`src/rtl/hazard_pkg.sv`:
```
// Shared definitions for the pipeline hazard controller: FSM state encoding,
// register-specifier width default and the hard-wired zero register.
package hazard_pkg;

  typedef enum logic {
    ST_RUN     = 1'b0,
    ST_MD_WAIT = 1'b1
  } state_t;

  localparam int unsigned REG_W_DEFAULT = 5;
  localparam int unsigned ZERO_REG      = 0;

endpackage

```
`src/rtl/and_module.sv`:
```
// Two-input AND used for the branch-taken decision.
module and_module (
  input  logic a,
  input  logic b,
  output logic y
);

  assign y = a & b;

endmodule

```
`src/rtl/hazard_ctrl.sv`:
```
// Hazard and sequencing controller: branch flush, load-use bubble and
// front-end stall while the multi-cycle multiply/divide unit is busy.
module hazard_ctrl
  import hazard_pkg::*;
#(
  parameter int unsigned REG_W      = REG_W_DEFAULT,
  parameter int unsigned MUL_CYCLES = 4,
  parameter int unsigned DIV_CYCLES = 8,
  parameter int unsigned CNT_W      = 4
) (
  input  logic             clk,
  input  logic             rst_n,
  input  logic [REG_W-1:0] id_rs,
  input  logic [REG_W-1:0] id_rt,
  input  logic             id_uses_rt,
  input  logic [REG_W-1:0] ex_rt,
  input  logic             ex_mem_read,
  input  logic             ex_branch,
  input  logic             ex_zero,
  input  logic             md_start,
  input  logic             md_is_div,
  output logic             pc_write,
  output logic             if_id_write,
  output logic             if_id_flush,
  output logic             id_ex_flush,
  output logic             ex_hold,
  output logic             pc_src,
  output logic             md_busy,
  output logic             md_done
);

  // The md_start cycle and the final (cnt==0) cycle both count as busy,
  // hence the load value is latency minus two.
  localparam logic [CNT_W-1:0] MUL_LOAD = CNT_W'(MUL_CYCLES - 2);
  localparam logic [CNT_W-1:0] DIV_LOAD = CNT_W'(DIV_CYCLES - 2);
  localparam int unsigned      MAX_CYC  = (MUL_CYCLES > DIV_CYCLES) ? MUL_CYCLES : DIV_CYCLES;
  localparam logic [CNT_W:0]   MAX_LOAD = (CNT_W + 1)'(MAX_CYC - 2);

  state_t             state, state_next;
  logic [CNT_W-1:0]   cnt, cnt_next;
  logic               taken;
  logic               lu;

  and_module u_taken (
    .a (ex_branch),
    .b (ex_zero),
    .y (taken)
  );

  assign lu = ex_mem_read && (ex_rt != REG_W'(ZERO_REG)) &&
              ((ex_rt == id_rs) || (id_uses_rt && (ex_rt == id_rt)));

  always_ff @(posedge clk or negedge rst_n) begin
    if (!rst_n) begin
      state <= ST_RUN;
      cnt   <= '0;
    end else begin
      state <= state_next;
      cnt   <= cnt_next;
    end
  end

  always_comb begin
    state_next  = state;
    cnt_next    = cnt;
    pc_write    = 1'b0;
    if_id_write = 1'b0;
    if_id_flush = 1'b0;
    id_ex_flush = 1'b0;
    ex_hold     = 1'b0;
    pc_src      = 1'b0;
    md_busy     = 1'b0;
    md_done     = 1'b0;

    if (!rst_n) begin
      if_id_flush = 1'b1;
      id_ex_flush = 1'b1;
    end else begin
      unique case (state)
        ST_RUN: begin
          // A taken branch wins over md_start: the start is on the wrong path.
          if (taken) begin
            pc_src      = 1'b1;
            pc_write    = 1'b1;
            if_id_flush = 1'b1;
            id_ex_flush = 1'b1;
          end else if (md_start) begin
            state_next = ST_MD_WAIT;
            cnt_next   = md_is_div ? DIV_LOAD : MUL_LOAD;
            md_busy    = 1'b1;
            ex_hold    = 1'b1;
          end else if (lu) begin
            id_ex_flush = 1'b1;
          end else begin
            pc_write    = 1'b1;
            if_id_write = 1'b1;
          end
        end
        ST_MD_WAIT: begin
          md_busy = 1'b1;
          ex_hold = 1'b1;
          if (cnt == '0) begin
            md_done    = 1'b1;
            state_next = ST_RUN;
          end else begin
            cnt_next = cnt - CNT_W'(1);
          end
        end
      endcase
    end
  end

  a_cnt_no_wrap : assert property (@(posedge clk) disable iff (!rst_n)
    (state == ST_MD_WAIT) |-> ({1'b0, cnt} <= MAX_LOAD));

endmodule

```
`config.mk`:
```
export PLATFORM = sky130hd
export DESIGN_NAME = hazard_ctrl
export DESIGN_NICKNAME = d
export VERILOG_FILES = /design/src/rtl/hazard_pkg.sv /design/src/rtl/and_module.sv /design/src/rtl/hazard_ctrl.sv
export SDC_FILE = /design/constraint.sdc
export NUM_CORES = 1
export LEC_CHECK = 0
export ABC_AREA = 1
export CORE_UTILIZATION = 40
export CTS_BUF_LIST = sky130_fd_sc_hd__clkbuf_4 sky130_fd_sc_hd__clkbuf_8
export CTS_CLUSTER_SIZE = 28
export DETAILED_ROUTE_END_ITERATION = 8
export HOLD_SLACK_MARGIN = 0.15
export PLACE_DENSITY = 0.94
export SLEW_MARGIN = 10
export SYNTH_ARGS = -nofsm -noshare
export SYNTH_HDL_FRONTEND = slang
export SYNTH_SLANG_ARGS = --single-unit
```
`constraint.sdc`:
```
create_clock -name clk -period 3 [get_ports clk]
set_input_delay 0.3 -clock clk [delete_from_list [all_inputs] [get_ports clk]]
set_output_delay 0.3 -clock clk [all_outputs]
set_load 0.02 [all_outputs]
```
==> results by stage <==
Floorplanning:
- The overall die height is roughly 40 um.
- The starting density of the core is 0.433.
- Pin placement for this block handled 31 I/O pins.
- The full die area is 0.00156 mm^2.
- The core box area is around 0.0013 mm^2.
- Row generation in the floorplan step produced 13 rows.
- The die extent in x is approximately 40 um.

Power:
- In this run the static leakage power is roughly 0.5 nW.
- The sum of internal, switching and leakage power is approximately 0.43 mW.
- The power density over cell area is around 470 mW/mm^2.
- VDD sags by at most between 0.0003 and 0.0004 V.

Clock network:
- After clock tree synthesis, the clock-pin slew on the worst setup and hold paths is roughly 0.040 ns.
- The number of buffers inserted by hold repair at cts is 0.
- The buffers inserted during post-CTS setup optimization is 0.
- The root buffer cell chosen for the clock tree is sky130_fd_sc_hd__clkbuf_4.
- The insertion delay of the later-clocked pin in the worst-skew pair is 0.23 ns.
- The TritonCTS buffer count is 3.
- The maximum level of the CTS H-tree is 1.
- The number of clock sinks is 5.
- The post-cts sizing count is 0.
- TritonCTS built the clock tree.
- In this run the deepest clock path goes through 2 buffers.

Timing:
- Setup repair after global routing left no endpoint under its margin.
- After layout, the minimum clock period comes to 2.39 ns.
- Based on the critical path, the design can be clocked at up to roughly 420 MHz.
- Headroom to the max-slew limit came out at 0.812.
- The fraction of the cycle the final worst path needs is 0.798.
- Setup violations remaining at the end of the flow were counted as 0.
- In the post-route analysis, the smallest setup slack over all paths is 0.605 ns.
- The setup TNS after final layout is 0 ns.
- At the pin with the least slew margin, the transition time is between 0.2 and 0.3 ns.
- The number of hold violations in the final report is 0.
- The number of slew-limit violations in the final report is 0.
- The maximum clock skew at final layout is between 0.002 and 0.003 ns.

Logic synthesis:
- The count of distinct cell types in the synthesized netlist is 15.
- The number of warnings reported in the yosys synthesis log is 0.
- The number of synthesized register bits is 5.
- The mean area per synthesized cell is between 5 and 6 um^2.
- The gate count of the mapped netlist is 106.
- The biggest area contributor in the post-synthesis netlist is sky130_fd_sc_hd__nand2_1.
- Of the synthesized area, sequential elements account for 0.222.
- The share of the synthesized area in the top cell type is 0.280.
- Summing every instance area after synthesis gives roughly 560 um^2.
- Sorting the synthesized cells by area gives the leading types as sky130_fd_sc_hd__nand2_1 28%, sky130_fd_sc_hd__dfrtp_1 22%, sky130_fd_sc_hd__inv_1 15%.
- The total nets after synthesis is 131.

Global routing:
- The global routing usage summed across all routing layers is 0.198.
- Entering global routing, the biggest net connects 8 pins.
- Summed over all layers, the global routing overflow is 0.
- The via count of the first global-routing pass is about 600.
- The initial antenna violation count is 0.
- The first-pass GRT wire length is between 2000 and 2500 um.

Routing:
- The via count of the routed design is ~710.
- The number of violations reported at the end of detailed-routing iteration 0 is 21.
- The number of design rule violations left after detail routing is 0.
- The total wire length is between 1000 and 1500 um.
- The final routed wire length divided by cell count is ~9.0 um.
- The count of nets left with antenna violations once routing finished came out at 0.
- The number of iterations in the first detailed-routing pass is 4.
- The number of vias per cell is 4.59.

Cells and area:
- The library cell used most frequently in the layout, excluding fill and tap cells, is sky130_fd_sc_hd__nand2_1.
- The area growth from synthesis to final layout is 60.7%.
- The net total in the final layout is ~170.
- Of the cells placed in the final design, the portion with a size suffix greater than 1 is 0.0504.
- Once layout is complete, the utilization of the core stands at 0.695.
- The final antenna diode count is 0.
- Leaving out fill and tap cells, the most frequent cells in the layout are 42 x sky130_fd_sc_hd__nand2_1, 30 x sky130_fd_sc_hd__clkdlybuf4s50_1, 22 x sky130_fd_sc_hd__inv_1, 16 x sky130_fd_sc_hd__nor2_1.

Worst setup path:
- The worst setup path is of the primary input to output pin kind.
- The worst setup path is launched from a primary input.
- The arrival time at the worst endpoint is 2.09 ns.
- The largest driver fanout on the critical path is 7.
- The required arrival time at the worst endpoint is approximately 2.7 ns.
- STA classifies the critical path endpoint as an output pin.
- The setup slack of the most critical reg-to-reg path is around 1.7 ns.

Placement:
- During placement, the flow inserted port buffers numbering 30.
- At the end of routability-driven placement, the weighted congestion stood at 0.731.
- OpenSTA, run right after detailed placement, puts the worst setup slack at about 0.60 ns.
- Once detailed placement completed, the half-perimeter wirelength came to 1190 um.

Status:
- The run finished with clean final reports.

Worst hold path:
- The worst hold path class is primary input to async pin.

Run:
- Max-cap violations in this run came to 0.
where the power goes:
part | internal [mW] | switching, mW | total [mW]
clock network | 0.0592 | 0.0254 | 0.0846
logic | 0.103 | 0.117 | 0.220
registers | 0.0938 | 0.0271 | 0.121
total | 0.256 | 0.169 | 0.425
critical path: stages:
cell and delay, ns:
sky130_fd_sc_hd__clkdlybuf4s50_1 0.63, sky130_fd_sc_hd__inv_1 0.14, sky130_fd_sc_hd__nor2_1 0.11, sky130_fd_sc_hd__inv_1 0.06, sky130_fd_sc_hd__nor2_1 0.13, sky130_fd_sc_hd__inv_1 0.06, sky130_fd_sc_hd__nand2_1 0.07, sky130_fd_sc_hd__clkdlybuf4s50_1 0.59
layout make-up:
cell class / instances / area, um^2
clock buffer: 4 / 30.0
fill: 111 / 397
inverter: 23 / 87.6
multi-input combinational: 77 / 343
sequential: 5 / 125
tap: 15 / 18.8
timing repair buffer: 30 / 300
synthesized netlist by cell type:
cell type and n:
sky130_fd_sc_hd__nor2_1 16, sky130_fd_sc_hd__nand3_1 5, sky130_fd_sc_hd__nand2_2 1, sky130_fd_sc_hd__ha_1 2, sky130_fd_sc_hd__dfrtp_1 5, sky130_fd_sc_hd__nor3_1 1, sky130_fd_sc_hd__o21ai_0 5, sky130_fd_sc_hd__nand4_1 1
sky130_fd_sc_hd__xnor2_1 2, sky130_fd_sc_hd__nand2_1 42, sky130_fd_sc_hd__nor3_2 1, sky130_fd_sc_hd__inv_1 22, sky130_fd_sc_hd__a21oi_1 1, sky130_fd_sc_hd__clkinv_2 1, sky130_fd_sc_hd__buf_4 1
sequential cells by signal, indices dropped and copies added (netlist names):
register,flops
state,1
cnt,4
layer usage:
metal / GRT usage / share of wire / vias to the layer above
met1: 0.201 / 0.41 / 304
li1: - / - / 377
met2: 0.398 / 0.52 / 24
met4: 0.0776 / 0.0043 / 0
met3: 0.0170 / 0.060 / 2
met5: 0 / 0 / -
worst paths after layout:
path | from | end | cells past startpoint
max reg2reg | state | cnt[0] | 6
min in group clk | cnt[3] | cnt[3] | 2
max | rst_n | pc_write | 8
max in group asynchronous | rst_n | cnt[2] | 1
min | rst_n | cnt[1] | 1
min reg2reg | cnt[3] | cnt[3] | 2
per-stage QoR:
step	std cells	hold slack (ns)	cell area [um^2]
2_1_floorplan	106	0.00441	563
3_3_place_gp	150	0.522	875
3_5_place_dp	150	0.531	875
4_1_cts	154	0.304	905
5_1_grt	154	0.312	905
6_report	154	0.309	905
logic make-up after synthesis:
kind of cell             share of synthesized area
AND/OR/NAND/NOR                              0.480
buffers and inverters                        0.169
AO/OA/AOI/OAI                               0.0533
flip-flops                                   0.222
XOR/XNOR                                    0.0311
adder cells (fa/ha/maj)                     0.0444
Power figures use the tool's default switching activity.
